### src/rtl/select_sequencer_if.sv
`default_nettype none
// ============================================================================
// Module  : select_sequencer_if
// Purpose : Button inputs and the downstream req/ack configuration channel
//           that belong to select_sequencer.
// Revision: 1.0
// ============================================================================
interface select_sequencer_if #(
    parameter int WIDTH = 4
);
    logic [1:0]       btn;
    logic             cfg_ack;
    logic [WIDTH-1:0] number;
    logic [WIDTH-1:0] cfg_value;
    logic             cfg_req;
    logic             busy;
    logic             err;

    modport master (
        input  btn, cfg_ack,
        output number, cfg_value, cfg_req, busy, err
    );

    modport slave (
        output btn, cfg_ack,
        input  number, cfg_value, cfg_req, busy, err
    );
endinterface
`default_nettype wire

### src/rtl/select_sequencer.sv
`default_nettype none
// ============================================================================
// Module  : select_sequencer
// Purpose : Debounced up/down selection index committed through a 4-phase
//           req/ack handshake with timeout. Optional hold-to-repeat when
//           AUTO_REPEAT_EN is defined.
// Revision: 1.0
// ============================================================================
module select_sequencer #(
    parameter int WIDTH        = 4,
    parameter int MAX_VALUE    = 9,
    parameter int SAMPLE_DIV   = 1048576,
    parameter int TIMEOUT      = 255,
    parameter int REPEAT_DELAY = 24,
    parameter int REPEAT_RATE  = 6
) (
    input  logic                clk,
    input  logic                reset,
    select_sequencer_if.master  bus
);
    localparam int PW = (SAMPLE_DIV > 1) ? $clog2(SAMPLE_DIV) : 1;
    localparam int TW = (TIMEOUT > 1) ? $clog2(TIMEOUT + 1) : 1;
    localparam logic [PW-1:0]    PS_LAST = PW'(SAMPLE_DIV - 1);
    localparam logic [TW-1:0]    T_LAST  = TW'(TIMEOUT - 1);
    localparam logic [WIDTH-1:0] MAXV    = WIDTH'(MAX_VALUE);

    typedef enum logic [1:0] {
        S_IDLE    = 2'd0,
        S_REQ     = 2'd1,
        S_RELEASE = 2'd2
    } state_t;

    logic [PW-1:0]    ps_cnt;
    logic             tick;
    logic [1:0]       btn_s;
    logic [1:0]       btn_d;
    logic [1:0]       press_evt;
    logic [1:0]       evt;
    logic [WIDTH-1:0] inc_val;
    logic [WIDTH-1:0] dec_val;

    state_t           state, state_n;
    logic [TW-1:0]    timer, timer_n;
    logic [WIDTH-1:0] number_r, number_n;
    logic [WIDTH-1:0] value_r, value_n;
    logic             req_r, req_n;
    logic             err_r, err_n;

    assign tick = (ps_cnt == '0);

    always_ff @(posedge clk or posedge reset) begin
        if (reset) begin
            ps_cnt <= '0;
            btn_s  <= '0;
            btn_d  <= '0;
        end else begin
            ps_cnt <= (ps_cnt == PS_LAST) ? '0 : ps_cnt + 1'b1;
            if (tick) begin
                btn_s <= bus.btn;
            end
            btn_d <= btn_s;
        end
    end

    // btn_s only moves on a tick, so each rising edge lasts exactly one cycle
    assign press_evt = btn_s & ~btn_d;

`ifdef AUTO_REPEAT_EN
    localparam int RMAX = (REPEAT_DELAY > REPEAT_RATE) ? REPEAT_DELAY : REPEAT_RATE;
    localparam int RW   = (RMAX > 1) ? $clog2(RMAX + 1) : 1;
    localparam logic [RW-1:0] DELAY_LAST = RW'(REPEAT_DELAY - 1);
    localparam logic [RW-1:0] RATE_LAST  = RW'(REPEAT_RATE - 1);

    logic [1:0] rpt_evt;

    for (genvar g = 0; g < 2; g++) begin : g_repeat
        logic [RW-1:0] cnt;
        logic          repeating;
        logic          pulse;

        // Counts ticks across which the button stays held; first repeat after
        // the delay, later ones at the repeat rate.
        always_ff @(posedge clk or posedge reset) begin
            if (reset) begin
                cnt       <= '0;
                repeating <= 1'b0;
                pulse     <= 1'b0;
            end else begin
                pulse <= 1'b0;
                if (!btn_s[g]) begin
                    cnt       <= '0;
                    repeating <= 1'b0;
                end else if (tick && bus.btn[g]) begin
                    if (cnt == (repeating ? RATE_LAST : DELAY_LAST)) begin
                        cnt       <= '0;
                        repeating <= 1'b1;
                        pulse     <= 1'b1;
                    end else begin
                        cnt <= cnt + 1'b1;
                    end
                end
            end
        end

        assign rpt_evt[g] = pulse;
    end

    assign evt = press_evt | rpt_evt;
`else
    assign evt = press_evt;
`endif

    assign inc_val = (number_r == MAXV) ? '0 : number_r + 1'b1;
    assign dec_val = (number_r == '0) ? MAXV : number_r - 1'b1;

    always_ff @(posedge clk or posedge reset) begin
        if (reset) begin
            state    <= S_IDLE;
            timer    <= '0;
            number_r <= '0;
            value_r  <= '0;
            req_r    <= 1'b0;
            err_r    <= 1'b0;
        end else begin
            state    <= state_n;
            timer    <= timer_n;
            number_r <= number_n;
            value_r  <= value_n;
            req_r    <= req_n;
            err_r    <= err_n;
        end
    end

    always_comb begin
        state_n  = state;
        timer_n  = timer;
        number_n = number_r;
        value_n  = value_r;
        req_n    = req_r;
        err_n    = 1'b0;
        case (state)
            S_IDLE: begin
                // inc has priority; events arriving outside IDLE are simply lost
                if (|evt) begin
                    value_n = evt[0] ? inc_val : dec_val;
                    req_n   = 1'b1;
                    timer_n = '0;
                    state_n = S_REQ;
                end
            end
            S_REQ: begin
                timer_n = timer + 1'b1;
                if (bus.cfg_ack) begin
                    req_n    = 1'b0;
                    number_n = value_r;
                    state_n  = S_RELEASE;
                end else if (timer == T_LAST) begin
                    req_n   = 1'b0;
                    err_n   = 1'b1;
                    state_n = S_RELEASE;
                end
            end
            S_RELEASE: begin
                if (!bus.cfg_ack) begin
                    state_n = S_IDLE;
                end
            end
            default: begin
                req_n   = 1'b0;
                state_n = S_IDLE;
            end
        endcase
    end

    assign bus.number    = number_r;
    assign bus.cfg_value = value_r;
    assign bus.cfg_req   = req_r;
    assign bus.err       = err_r;
    assign bus.busy      = (state != S_IDLE);

endmodule
`default_nettype wire

### src/flat_wrapper.sv
// flat-port wrapper written by rule: the top's interface ports become plain ports
module select_sequencer_flat 
#(
    parameter int WIDTH        = 4,
    parameter int MAX_VALUE    = 9,
    parameter int SAMPLE_DIV   = 1048576,
    parameter int TIMEOUT      = 255,
    parameter int REPEAT_DELAY = 24,
    parameter int REPEAT_RATE  = 6
)
  (clk, reset, bus_btn, bus_cfg_ack, bus_number, bus_cfg_value, bus_cfg_req, bus_busy, bus_err);
  select_sequencer_if #(.WIDTH(WIDTH)) bus_i ();
  input  logic clk;
  input  logic reset;
  input wire logic [$bits(bus_i.btn)-1:0] bus_btn;
  input wire logic [$bits(bus_i.cfg_ack)-1:0] bus_cfg_ack;
  output wire logic [$bits(bus_i.number)-1:0] bus_number;
  output wire logic [$bits(bus_i.cfg_value)-1:0] bus_cfg_value;
  output wire logic [$bits(bus_i.cfg_req)-1:0] bus_cfg_req;
  output wire logic [$bits(bus_i.busy)-1:0] bus_busy;
  output wire logic [$bits(bus_i.err)-1:0] bus_err;
  assign bus_i.btn = bus_btn;
  assign bus_i.cfg_ack = bus_cfg_ack;
  assign bus_number = bus_i.number;
  assign bus_cfg_value = bus_i.cfg_value;
  assign bus_cfg_req = bus_i.cfg_req;
  assign bus_busy = bus_i.busy;
  assign bus_err = bus_i.err;
  select_sequencer #(.WIDTH(WIDTH), .MAX_VALUE(MAX_VALUE), .SAMPLE_DIV(SAMPLE_DIV), .TIMEOUT(TIMEOUT), .REPEAT_DELAY(REPEAT_DELAY), .REPEAT_RATE(REPEAT_RATE)) u_core (.clk(clk), .reset(reset), .bus(bus_i));
endmodule
### config.mk
export PLATFORM = sky130hd
export DESIGN_NAME = select_sequencer_flat
export DESIGN_NICKNAME = d
export VERILOG_FILES = /design/src/rtl/select_sequencer_if.sv /design/src/rtl/select_sequencer.sv /design/src/flat_wrapper.sv
export SDC_FILE = /design/constraint.sdc
export NUM_CORES = 1
export LEC_CHECK = 0
export ABC_AREA = 1
export CORE_MARGIN = 4
export CORE_UTILIZATION = 33
export CTS_BUF_LIST = sky130_fd_sc_hd__clkbuf_8
export DETAILED_ROUTE_END_ITERATION = 16
export HOLD_SLACK_MARGIN = 0.1
export PLACE_DENSITY_LB_ADDON = 0.08
export SYNTH_ARGS = -nofsm -noshare
export SYNTH_HDL_FRONTEND = slang
export SYNTH_SLANG_ARGS = --single-unit
### constraint.sdc
create_clock -name clk -period 2.3 [get_ports clk]
set_input_delay 0.23 -clock clk [delete_from_list [all_inputs] [get_ports clk]]
set_output_delay 0.23 -clock clk [all_outputs]
set_load 0.02 [all_outputs]
==> results of run 1 <==
==> logic make-up (layout without fill, tap and decap cells) <==
logic type / after synthesis / count (layout) / synth area share
adder cells (fa/ha/maj): 4 / 4 / 0.0217
XOR/XNOR: 14 / 14 / 0.0531
AND/OR/NAND/NOR: 169 / 169 / 0.325
AO/OA/AOI/OAI: 23 / 23 / 0.0526
flip-flops: 44 / 44 / 0.477
buffers and inverters: 40 / 63 / 0.0700
==> layer usage <==
| metal | up-vias | track usage | part of all wire |
|---|---|---|---|
| met5 | - | 0 | 0 |
| met4 | 0 | 0.0490 | 0.016 |
| met3 | 7 | 0.0287 | 0.031 |
| met2 | 23 | 0.213 | 0.48 |
| met1 | 866 | 0.160 | 0.47 |
| li1 | 971 | - | - |
==> critical path, stage by stage, from the launching register on <==
cell	delay [ns]
dfrtp_1	0.44
nor2_1	0.19
inv_1	0.07
clkdlybuf4s50_1	0.54
==> cells in the final DEF, fill, tap and decap left out, types with 2 or more instances in the layout <==
master,n
ha_1,4
inv_2,4
inv_1,34
nor3_1,5
o21ai_1,2
nand2_1,70
o21ai_0,12
dfrtp_1,44
clkbuf_8,6
nand2_2,3
xor2_1,13
nand4_1,3
buf_4,2
clkdlybuf4s50_1,15
nor2_1,48
nor2_4,3
a21oi_1,6
nand3_1,31
==> per-stage QoR <==
step | hold slack [ns] | std cells | area, sq um | setup WS, ns | total power [mW]
6_report | 0.248 | 413 | 2700 | 0.532 | 2.39
5_1_grt | 0.282 | 413 | 2700 | 0.405 | 2.57
4_1_cts | 0.267 | 413 | 2700 | 0.512 | 2.42
3_5_place_dp | 0.404 | 405 | 2570 | 0.648 | 1.76
3_3_place_gp | 0.400 | 405 | 2570 | 0.658 | 1.76
2_1_floorplan | 0.302 | 294 | 2310 | 0.945 | 1.48
==> power by group through the flow <==
stage,clock network (mW),logic (mW),registers (mW)
2_1_floorplan,0,0.375,1.10
3_3_place_gp,0,0.730,1.03
3_5_place_dp,0,0.730,1.03
4_1_cts,0.675,0.732,1.02
5_1_grt,0.709,0.818,1.04
6_report,0.656,0.720,1.02
==> area by class of cell <==
| cell class | count | area (sq um) | area share |
|---|---|---|---|
| inverters | 38 | 143 | 0.0529 |
| clock inverters | 2 | 38.8 | 0.0144 |
| repair buffers | 17 | 165 | 0.0613 |
| well taps | 96 | 120 | 0.0446 |
| flip-flops and latches | 44 | 1100 | 0.409 |
| multi-input cells | 210 | 1040 | 0.388 |
| clock buffers | 6 | 82.6 | 0.0306 |
==> registers in the layout, summed over array words and instances (netlist names) <==
register	count
u_core.btn_d	2
u_core.bus.cfg_req	1
u_core.btn_s	2
u_core.bus.cfg_value	4
u_core.ps_cnt	20
u_core.bus.number	4
u_core.state	2
u_core.timer	8
u_core.bus.err	1
==> worst max path at each step <==
stage	startpoint	endpoint	slack, ns	cells past startpoint
2_1_floorplan	u_core.ps_cnt[0]	u_core.ps_cnt[7]	0.95	7
5_1_grt	u_core.state[1]	bus_busy	0.41	3
3_3_place_gp	u_core.ps_cnt[0]	u_core.ps_cnt[7]	0.66	6
6_report	u_core.state[1]	bus_busy	0.53	3
3_5_place_dp	u_core.ps_cnt[0]	u_core.ps_cnt[13]	0.65	6
4_1_cts	u_core.state[1]	bus_busy	0.51	3
==> cell usage after synthesis <==
cell	number	area [sq um]
nand2_1	70	263
nor2_1	48	180
dfrtp_1	44	1100
inv_1	35	131
nand3_1	31	155
xor2_1	13	114
o21ai_0	12	60.1
a21oi_1	6	30.0
nor3_1	5	25.0
ha_1	4	50.1
inv_2	3	11.3
nand2_2	3	18.8
nand4_1	3	18.8
nor2_4	3	33.8
o21ai_1	2	10.0
a31oi_1	1	6.26
and2_1	1	6.26
buf_4	1	7.51
buf_6	1	11.3
nand3_2	1	10.0
nand3b_1	1	7.51
nor2_2	1	6.26
nor3_2	1	10.0
nor3_4	1	16.3
o211ai_1	1	7.51
o21a_1	1	7.51
xnor2_1	1	8.76
==> metrics.cfg, run 1 <==
[route]
wl_per_cell_um=12.1
num_vias=1867
final_antenna_net_count=0
vias_per_cell=4.52
drt_iter0_drc=94
drcViolationCount=0
postRouteWirelength_um=4980
dr.pass1.iters=4

[setup_path]
cp_max_fo=4
rr_worst_depth=6
cp-start-kind=flop
crit_type=reg2out
r2r_slack_ns=0.66
crit_path_end_kind=primary output
worstPathArrival_ns=1.54
reg2reg_from=u_core.ps_cnt[0]
timing.rr.end=u_core.ps_cnt[13]
required_ns=2.07

[sta]
post-route-min-period_ns=1.77
rsz0062_at_grt=false
slew-limit-headroom=0.677
finalSetupViolCount=0
setup_tns_ns=0
skew_ns=0.00821
period_share=0.769
hold_viol=0
final_max_slew_viol_count=0
max_freq_mhz=566
tightest_slew_ns=0.483

[placed_design]
place.gp.congestion=0.846
hpwl_um=3720
port_buffers=15

[logic_synthesis]
synth_area_sq_um=2310
syn_avg_cell_area_sq_um=7.85
synth_nets=303
synth_cells=294
ys_ff_latch=44
synth_seq_area_share=0.477
yosys_warnings=0
synth.distinct_cells=27

[clock_tree]
hold_buffers=0
clkSinkCount=44
cts_setup_buffers=0
clock_path_buffers=2
clk_pin_slew_worst_paths_ns=0.10
post_cts_resize_count=0
numCtsBuffers=5
h-tree-depth=2
clk_latency_ns=0.31
clock-root-buffer=clkbuf_8
cts_tree=yes

[pwr]
netSwitchingPower_mw=0.852
leakage_nw=1.25
swShare=0.356
p_seq_frac=0.425
power_frac_comb=0.301
clkPwrFrac=0.274
p_per_area_nw_per_um2=888
p_int_mw=1.54
irDropWorstVdd_uv=265

[global_routing]
grtUsageTotal=0.128
grt.overflow.total=0
grt_pass1_vias=1784
antenna_found_initial=0
grt_pass1_wl_um=8420
grt_start_max_net_pins=22

[status]
status=finished, final reports clean

[final_layout]
nets=325
fillers=718
area_delta_synth_final_pct=16.8
drive_above_1_share=0.0757
num_antenna_cells=0
final_util=0.397

[floorplan]
pin_count=16
row_count=30
dieArea_sq_um=8390
die_y_um=91.6
die_w_um=91.6
core_sq_um=6790
start_util=0.340

[worst_hold_path]
hold_path.class=in2async

[run]
max_cap_violations=0

Power figures use the tool's default switching activity.
==> inputs of run 2 (changes only) <==
==> constraint.sdc (replaced) <==
create_clock -name clk -period 1.7 [get_ports clk]
set_input_delay 0.17 -clock clk [delete_from_list [all_inputs] [get_ports clk]]
set_output_delay 0.17 -clock clk [all_outputs]
set_load 0.02 [all_outputs]
==> run 2 against run 1 <==
Effect of this change:
- combinational power grew 38%
- first-iteration DRC count shrank 15%
- sequential share of layout area shrank 0.30 points
- final cell count grew 0.24%
- clock skew grew 0.00071 ns
- global-route usage grew 0.35 points
- register-to-register slack lost 0.44 ns
- worst setup slack lost 0.43 ns
- power grew 32%
==> metrics.cfg, run 2 (synthesis gave the netlist of run 1 again) <==
[status]
status=finished, final reports clean

[route]
vias_per_cell=4.52  ; about the same
num_vias=1873  ; +0.32%
final_antenna_net_count=0  ; unchanged
wl_per_cell_um=12.0  ; -0.22%
postRouteWirelength_um=4980  ; about the same
drcViolationCount=0  ; unchanged
dr.pass1.iters=4  ; unchanged
drt_iter0_drc=80  ; -15%

[sta]
fin_ws_ns=0.0996  ; -0.433 ns
period_share=0.941
skew_ns=0.00892  ; +0.000714 ns
tightest_slew_ns=0.284  ; -0.199 ns
post-route-min-period_ns=1.60
finalSetupViolCount=0  ; unchanged
final_max_slew_viol_count=0  ; unchanged
hold_viol=0  ; unchanged
fin_worst_hold_slack_ns=0.219  ; -0.0294 ns
max_freq_mhz=625
rsz0062_at_grt=false
slew-limit-headroom=0.809  ; +0.132
setup_tns_ns=0  ; unchanged

[setup_path]
path_cells=clkdlybuf4s50_1
crit_path_end_kind=primary output
cp-start-kind=flop
slowest_delay_ns=0.65  ; +0.11 ns
slowest_stage=clkdlybuf4s50_1
cp_top_family=buffers and inverters
r2r_slack_ns=0.22  ; -0.44 ns
worstPathArrival_ns=1.43  ; -0.11 ns
reg2reg_from=u_core.ps_cnt[0]
timing.rr.end=u_core.ps_cnt[11]
cp_max_fo=8  ; +4
crit_type=reg2out
rr_worst_depth=7  ; +1
cp.buffers_inverters=1  ; -1
required_ns=1.53  ; -0.54 ns

[placed_design]
place_ws_ns=0.215  ; -0.433 ns
place.gp.congestion=0.850  ; +0.41%
hpwl_um=3710  ; -0.44%
port_buffers=15  ; unchanged

[floorplan]
die_y_um=91.6  ; unchanged
row_count=30  ; unchanged
die_w_um=91.6  ; unchanged
pin_count=16  ; unchanged
dieArea_sq_um=8390  ; unchanged
core_sq_um=6790  ; unchanged
start_util=0.340  ; unchanged

[worst_hold_path]
hold_path.class=in2async

[pwr]
leakage_nw=1.26  ; +0.97%
irDropWorstVdd_uv=386  ; +46%
finalPower_mw=3.17  ; +32%
p_per_area_nw_per_um2=1170  ; +31%

[clock_tree]
h-tree-depth=2  ; unchanged
clock-root-buffer=clkbuf_8
cts_tree=yes
clock_path_buffers=2  ; unchanged
numCtsBuffers=5  ; unchanged
clk_pin_slew_worst_paths_ns=0.09  ; about the same
cts_setup_buffers=0  ; unchanged
clkSinkCount=44  ; unchanged
clk_latency_ns=0.30  ; about the same

[final_layout]
mostFrequentLayoutCell=nand2_1
final_util=0.400  ; +0.00295
nets=326  ; +0.31%
fillers=735  ; +2.4%
largestRegisters=u_core.ps_cnt: 20 flops, u_core.timer: 8 flops
largest_reg_flops=20  ; unchanged
drive_above_1_share=0.0786  ; +0.00291
area_delta_synth_final_pct=17.7
num_antenna_cells=0  ; unchanged
top_register=u_core.ps_cnt
layout.cells.most_common_list=70 x nand2_1, 47 x nor2_1, 44 x dfrtp_1

[global_routing]
grt.overflow.total=0  ; unchanged
busiest_layer=met2
grt_pass1_wl_um=8870  ; +5.2%
gr-usage-met1=0.160  ; -0.000518
met3_usage=0.0295  ; +0.000820
antenna_found_initial=0  ; unchanged
grt_start_max_net_pins=45  ; +100%
grt_pass1_vias=1919  ; +7.6%
grtUsageTotal=0.131  ; +0.00348
gr-usage-met2=0.225  ; +0.0116

[run]
max_cap_violations=0  ; unchanged

==> run 2: cell types whose count changed in the layout (fill, tap and decap cells not counted) <==
cell,previous run,this run
nor2_2,1,2
clkinv_2,0,1
clkdlybuf4s50_1,15,14
clkbuf_8,6,5
nor2_1,48,47
dlygate4sd2_1,0,1
inv_1,34,35
buf_4,2,1
buf_12,0,2
clkinv_4,1,0
==> run 2: timing repair <==
item / in CTS / in global routing
hold buffers: 0 / 0
gates resized for setup: 2 / 0
endpoints found under the setup margin: 1 / 0
==> run 2: area by class of cell <==
cell class	count	area, sq um	area share
Clock buffer	5	68.8	0.0253
Clock inverter	3	38.8	0.0143
Inverter	38	143	0.0525
Multi-Input combinational cell	210	1050	0.386
Sequential cell	44	1100	0.406
Tap cell	96	120	0.0442
Timing Repair Buffer	18	196	0.0724
==> run 2: how the worst max path moves through the flow <==
stage / start / end / slack [ns] / cells past startpoint
final: u_core.bus.number[0] / bus_number[0] / 0.1 / 1
after global routing: u_core.bus.number[0] / bus_number[0] / 0.03 / 1
after CTS: u_core.bus.number[0] / bus_number[0] / 0.08 / 1
after detailed placement: u_core.ps_cnt[0] / u_core.ps_cnt[11] / 0.22 / 7
after global placement: u_core.ps_cnt[0] / u_core.ps_cnt[9] / 0.24 / 7
after floorplan: u_core.ps_cnt[0] / u_core.ps_cnt[7] / 0.35 / 7
==> run 2: worst register-to-register path: stages, from the launching register on <==
cell	delay [ns]
dfrtp_1	0.41
ha_1	0.26
nand3_2	0.13
inv_2	0.09
nand2_2	0.08
nor3_4	0.21
buf_12	0.15
nor2_1	0.05
==> run 2: stage by stage <==
step                      instances  instance area (sq um)
after floorplan                 294                   2310
after global placement          406                   2610
after detailed placement        406                   2610
after CTS                       414                   2720
after global routing            414                   2720
final                           414                   2720
==> run 2: power by group <==
part / internal (mW) / switching, mW / leakage (nW)
registers: 1.21 / 0.172 / 0.568
clock network: 0.431 / 0.368 / 0.0593
logic: 0.400 / 0.591 / 0.635
total: 2.04 / 1.13 / 1.26
==> run 2: metal layers <==
metal | share of wire | vias to the layer above
met1 | 0.46 | 861
met5 | 0 | -
met4 | 0.022 | 0
met2 | 0.48 | 32
li1 | - | 971
met3 | 0.036 | 9
==> inputs of run 3 (changes only) <==
==> constraint.sdc (replaced) <==
create_clock -name clk -period 1.45 [get_ports clk]
set_input_delay 0.145 -clock clk [delete_from_list [all_inputs] [get_ports clk]]
set_output_delay 0.145 -clock clk [all_outputs]
set_load 0.02 [all_outputs]
==> run 3 against run 2 <==
Effect of this change:
- global-route usage fell by 0.57 points
- non-clock buffer count grew 19
- count of clock-buffer cells in the layout did not move
- critical path type is now reg2reg
- flip-flop and latch count unchanged
- die area stayed put
- highest routed layer unchanged
- via count increased by 4.5%
- cell area is 10% higher
- clock power is 39% higher
- utilization grew 4.1 points
- critical path depth increased by 6
==> metrics.cfg, run 3 (synthesis gave the netlist of run 1 again) <==
[final_layout]
drive_above_1_share=0.193  ; +0.115
top_register=u_core.ps_cnt
area_delta_synth_final_pct=29.8
mostFrequentLayoutCell=nand2_1
num_antenna_cells=0  ; unchanged
nets=345  ; +5.8%
largestRegisters=u_core.ps_cnt: 20 flops, u_core.timer: 8 flops
largest_reg_flops=20  ; unchanged
layout.cells.most_common_list=67 x nand2_1, 39 x nor2_1, 38 x dfrtp_1

[setup_path]
slowest_delay_ns=0.39  ; -0.26 ns
worstPathArrival_ns=1.61  ; +0.18 ns
reg2reg_from=u_core.ps_cnt[1]
r2r_slack_ns=0.03  ; -0.19 ns
rr_worst_depth=7  ; unchanged
crit_type=reg2reg
slowest_stage=dfrtp_1
cp_num_cells=7  ; +6
cp-start-kind=flop
cp_max_fo=5  ; -3
timing.rr.end=u_core.ps_cnt[1]
cp.buffers_inverters=2  ; +1
critPathLaunch=u_core.ps_cnt[1]
crit_path_end_kind=flop
path_cells=ha_2 > nand3_4 > inv_4 > nand2_4 > nor3_4 > clkbuf_16 > nor2_2
required_ns=1.64  ; +0.11 ns
cp_top_family=simple AND/OR/NAND/NOR gates

[global_routing]
grt_start_max_net_pins=45  ; unchanged
grt_pass1_vias=1870  ; -2.6%
antenna_found_initial=0  ; unchanged
grt_pass1_wl_um=8540  ; -3.7%
grtUsageTotal=0.125  ; -0.00574
grt.overflow.total=0  ; unchanged

[sta]
final_max_slew_viol_count=0  ; unchanged
fin_worst_hold_slack_ns=0.188  ; -0.0308 ns
post-route-min-period_ns=1.42
hold_viol=0  ; unchanged
finalSetupViolCount=0  ; unchanged
tightest_slew_ns=0.284  ; -0.000582 ns
skew_ns=0.00921  ; +0.000290 ns
max_freq_mhz=706
setup_tns_ns=0  ; unchanged
period_share=0.977
rsz0062_at_grt=true
slew-limit-headroom=0.810  ; +0.00139

[floorplan]
die_w_um=91.6  ; unchanged
pin_count=16  ; unchanged
die_y_um=91.6  ; unchanged
row_count=30  ; unchanged
core_sq_um=6790  ; unchanged
dieArea_sq_um=8390  ; unchanged
start_util=0.340  ; unchanged

[route]
drcViolationCount=0  ; unchanged
wl_per_cell_um=11.6  ; -3.6%
final_antenna_net_count=0  ; unchanged
dr.pass1.iters=4  ; unchanged
num_vias=1957  ; +4.5%
postRouteWirelength_um=5020  ; +0.64%
vias_per_cell=4.53  ; +0.13%
drt_iter0_drc=28  ; -65%

[clock_tree]
clkSinkCount=44  ; unchanged
clock_path_buffers=2  ; unchanged
clock-root-buffer=clkbuf_8
clk_latency_ns=0.30  ; about the same
h-tree-depth=2  ; unchanged
clk_pin_slew_worst_paths_ns=0.08  ; about the same
numCtsBuffers=5  ; unchanged
hold_buffers=0  ; unchanged
cts_tree=yes

[pwr]
swShare=0.340  ; -0.0171
p_int_mw=2.57  ; +26%
netSwitchingPower_mw=1.32  ; +17%
clkPwrFrac=0.285  ; +0.033
p_seq_frac=0.416  ; -0.019
leakage_nw=1.42  ; +13%
p_per_area_nw_per_um2=1300  ; +11%
irDropWorstVdd_uv=378  ; -2.0%
power_frac_comb=0.299  ; -0.014
finalPower_mw=3.89  ; +23%

[placed_design]
place.gp.congestion=0.857  ; +0.85%
port_buffers=15  ; unchanged
hpwl_um=3550  ; -4.2%

[run]
max_cap_violations=0  ; unchanged

[worst_hold_path]
hold_path.class=in2async

[status]
status=finished, final reports clean

run 3: repair_timing:
action	in CTS	in global routing
cloned	0	1
pin swaps	0	8
gates resized for setup	6	36
setup endpoints to repair	5	20
buffers inserted	0	11
run 3: power groups by stage:
stage               sequential, mW  combinational (mW)  clock [mW]
finish                        1.62                1.16        1.11
detailed placement            1.63                1.22           0
CTS                           1.61                1.17        1.14
floorplan                     1.75               0.595           0
global route                  1.65                1.32        1.20
global placement              1.63                1.21           0
run 3: worst max-delay path by stage:
stage | endpoint
floorplan | u_core.ps_cnt[7]
global placement | bus_busy
detailed placement | u_core.ps_cnt[7]
CTS | bus_cfg_value[3]
global route | u_core.ps_cnt[9]
finish | u_core.ps_cnt[1]
run 3: routing by layer:
metal / GRT usage / up-vias / wire length (um)
met1: 0.161 / 916 / 2380
li1: - / 1008 / -
met2: 0.205 / 22 / 2410
met4: 0.0427 / 0 / 97
met5: 0 / - / 0
met3: 0.0312 / 11 / 133
run 3: cell type report:
class | instances | area, sq um
tap | 96 | 120
clock buffer | 5 | 68.8
timing repair buffer | 37 | 360
fill | 714 | 3800
clock inverter | 2 | 60.1
inverter | 38 | 145
sequential | 44 | 1110
multi-input combinational | 210 | 1130
run 3: worst register-to-register path: cells and delay by family (launching register included):
family	cells	cell delay [ns]
fa+ha+maj	1	0.22
buf+inv	2	0.31
flops	1	0.39
simple gates	4	0.40
run 3: stage by stage:
stage / instances / setup slack [ns] / util / instance area (sq um)
final: 432 / 0.0331 / 0.441 / 2990
after global routing: 432 / -0.0352 / 0.441 / 2990
after global placement: 413 / 0.0750 / 0.391 / 2660
after floorplan: 294 / 0.0953 / - / 2310
after detailed placement: 413 / 0.0624 / 0.391 / 2660
after CTS: 420 / 0.00237 / 0.410 / 2780
==> patch: new RTL, settings of run 3 <==
`WIDTH` is set to 4 in 3 places; all go to 6.
--- a/src/rtl/select_sequencer_if.sv
+++ b/src/rtl/select_sequencer_if.sv
@@ -7,5 +7,5 @@
 // ============================================================================
 interface select_sequencer_if #(
-    parameter int WIDTH = 4
+    parameter int WIDTH = 6
 );
     logic [1:0]       btn;
--- a/src/rtl/select_sequencer.sv
+++ b/src/rtl/select_sequencer.sv
@@ -8,5 +8,5 @@
 // ============================================================================
 module select_sequencer #(
-    parameter int WIDTH        = 4,
+    parameter int WIDTH        = 6,
     parameter int MAX_VALUE    = 9,
     parameter int SAMPLE_DIV   = 1048576,
--- a/src/flat_wrapper.sv
+++ b/src/flat_wrapper.sv
@@ -2,5 +2,5 @@
 module select_sequencer_flat 
 #(
-    parameter int WIDTH        = 4,
+    parameter int WIDTH        = 6,
     parameter int MAX_VALUE    = 9,
     parameter int SAMPLE_DIV   = 1048576,
Interface: changed (resized bus_cfg_value and bus_number); port bits go from 16 to 20. The function was not compared with the original's and may differ.
==> patch against run 3 <==
Area after synthesis up 18%. Cell count up 20%. Routed wire length up 31%. Global-route usage up 1.4 points. Final area up 13%. Sequential cell count up 4. Worst setup slack better by 0.021 ns. Total power up 19%. Critical path type unchanged. Critical endpoint is now u_core.ps_cnt[5]$_DFF_PP0_.
==> patch: results (changes against run 3) <==
- Syn avg cell area: 7.37 um2 (was 7.85 um2)
- Pin count of the biggest net entering global routing: 49 (was 45)
- FILL cells: 861 (was 714)
- List of most frequent post-synthesis cells: nand2_1, inv_1, dfrtp_1 (was nand2_1, nor2_1, dfrtp_1)
- Pre-CTS setup slack: -0.0390 ns (was 0.0624 ns)
- Crit path DAT: 1.57 ns (was 1.61 ns)
- Outcome: complete, no violations (unchanged)
- Nets@finish: 428 (was 345)
- Global-route wire length before repair: 11,100 um (was 8540 um)
- Gr usage total: 13.9% (was 12.5%)
- Placed Cells: 501 (was 413)
- WL/cell: 12.7 um (was 11.6 um)
- Vias in the first global route: 2,373 (was 1,870)
- Slowest stage delay, CP: 0.36 ns (was 0.39 ns)
- Post-DP Area: 3140 um2 (was 2660 um2)
- Max FO, Critical Path: 7 (was 5)
- Routed WL: 6590 um (was 5020 um)
- Iter 0 DRT Violations: 46 (was 28)
- Leak: 1.71 nW (was 1.42 nW)
- VDD IR max: 0.000519 V (was 0.000378 V)
- Register area share after synthesis: 44.3% (was 47.7%)
- Via/cell ratio: 4.62 (was 4.53)
- Port Buffers: 19 (was 15)
- Clock-pin transition on the worst setup and hold timing paths: 0.09 ns
- Slew margin rel.: 81.1% (was 81.0%)
- Synth Net Count: 381 (was 303)
- GPL Wtd Cong: 0.843 (was 0.857)
- Synth area leaders: dfrtp_1, nand2_1, inv_1, nor2_1, nand3_1 (was dfrtp_1, nand2_1, nor2_1, nand3_1, inv_1)
- Unique masters post-synth: 25 (was 27)
- Layout cell share with drive strength beyond 1: 15.4% (was 19.3%)
- Initial antenna violation count: 0 (unchanged)
- Post-DP HPWL: 4820 um (was 3550 um)
- Clk_skew: 0.0128 ns (was 0.00921 ns)
==> patch: cell count changes after synthesis, sizes merged, moves of 2 or more <==
cell / delta
buf: +2
o21ai: +2
nand4: +5
inv: +15
nand2: +37
o22ai: +3
xor2: -2
ha: +4
nor3: +3
dfrtp: +4
nand3: +3
a21oi: +2
nor2: -2
==> patch: cell type report <==
type	instances	area [um2]	area share, %
Multi-Input combinational cell	263	1360	40.5
Tap cell	102	128	3.79
Clock buffer	6	82.6	2.45
Sequential cell	48	1210	35.9
Clock inverter	2	11.3	0.334
Timing Repair Buffer	44	377	11.2
Inverter	53	199	5.90
==> patch: worst min-delay path: stages <==
cell,delay [ns]
clkdlybuf4s50_1,0.41
inv_2,0.07
buf_12,0.25
==> patch: worst paths after layout <==
path	start	endpoint	slack (ns)	depth (start not counted)
min in group clk	bus_btn[0]	u_core.btn_s[0]$_DFFE_PP0N_	0.40	3
max reg2reg	u_core.ps_cnt[0]$_DFF_PP0_	u_core.ps_cnt[5]$_DFF_PP0_	0.05	6
max in group asynchronous	reset	u_core.ps_cnt[6]$_DFF_PP0_	1.01	3
min	reset	u_core.timer[0]$_DFFE_PP0P_	0.19	3
max	u_core.ps_cnt[0]$_DFF_PP0_	u_core.ps_cnt[5]$_DFF_PP0_	0.05	6
min reg2reg	u_core.btn_s[1]$_DFFE_PP0N_	u_core.btn_d[1]$_DFF_PP0_	0.41	0
==> patch: cell families after synthesis <==
family,synth area share [%]
adders and majority gates,3.69
DFF,44.3
AOI/OAI and AO/OA,5.12
and+or+nand+nor,34.9
xor gates and xnor gates,3.87
buffers and inverters,8.16
==> patch: routing by layer <==
metal  global-route usage, %  share of wire (%)
met1                    17.9                 46
met2                    24.0                 50
met3                    2.62                2.3
met4                    3.78                1.6
met5                       0                  0
==> patch: power breakdown <==
part / internal (mW) / switching [mW]
Combinational: 0.763 / 1.12
Sequential: 1.59 / 0.289
Clock: 0.382 / 0.458
==> patch: metrics by stage <==
| stage | hold slack [ns] | utilization, % |
|---|---|---|
| 3_5_place_dp | 0.393 | 40.0 |
| 4_1_cts | 0.200 | 41.6 |
| 2_1_floorplan | 0.218 | - |
| 5_1_grt | 0.204 | 43.0 |
| 3_3_place_gp | 0.389 | 40.0 |
| 6_report | 0.186 | 43.0 |
==> patch: timing repair <==
action,in CTS,in global routing
setup buffers,3,6
hold buffers,0,0
pin swaps,2,8
endpoints found under the setup margin,26,23
resized for setup,19,20
endpoints found under the hold margin,0,0
cloned,0,0
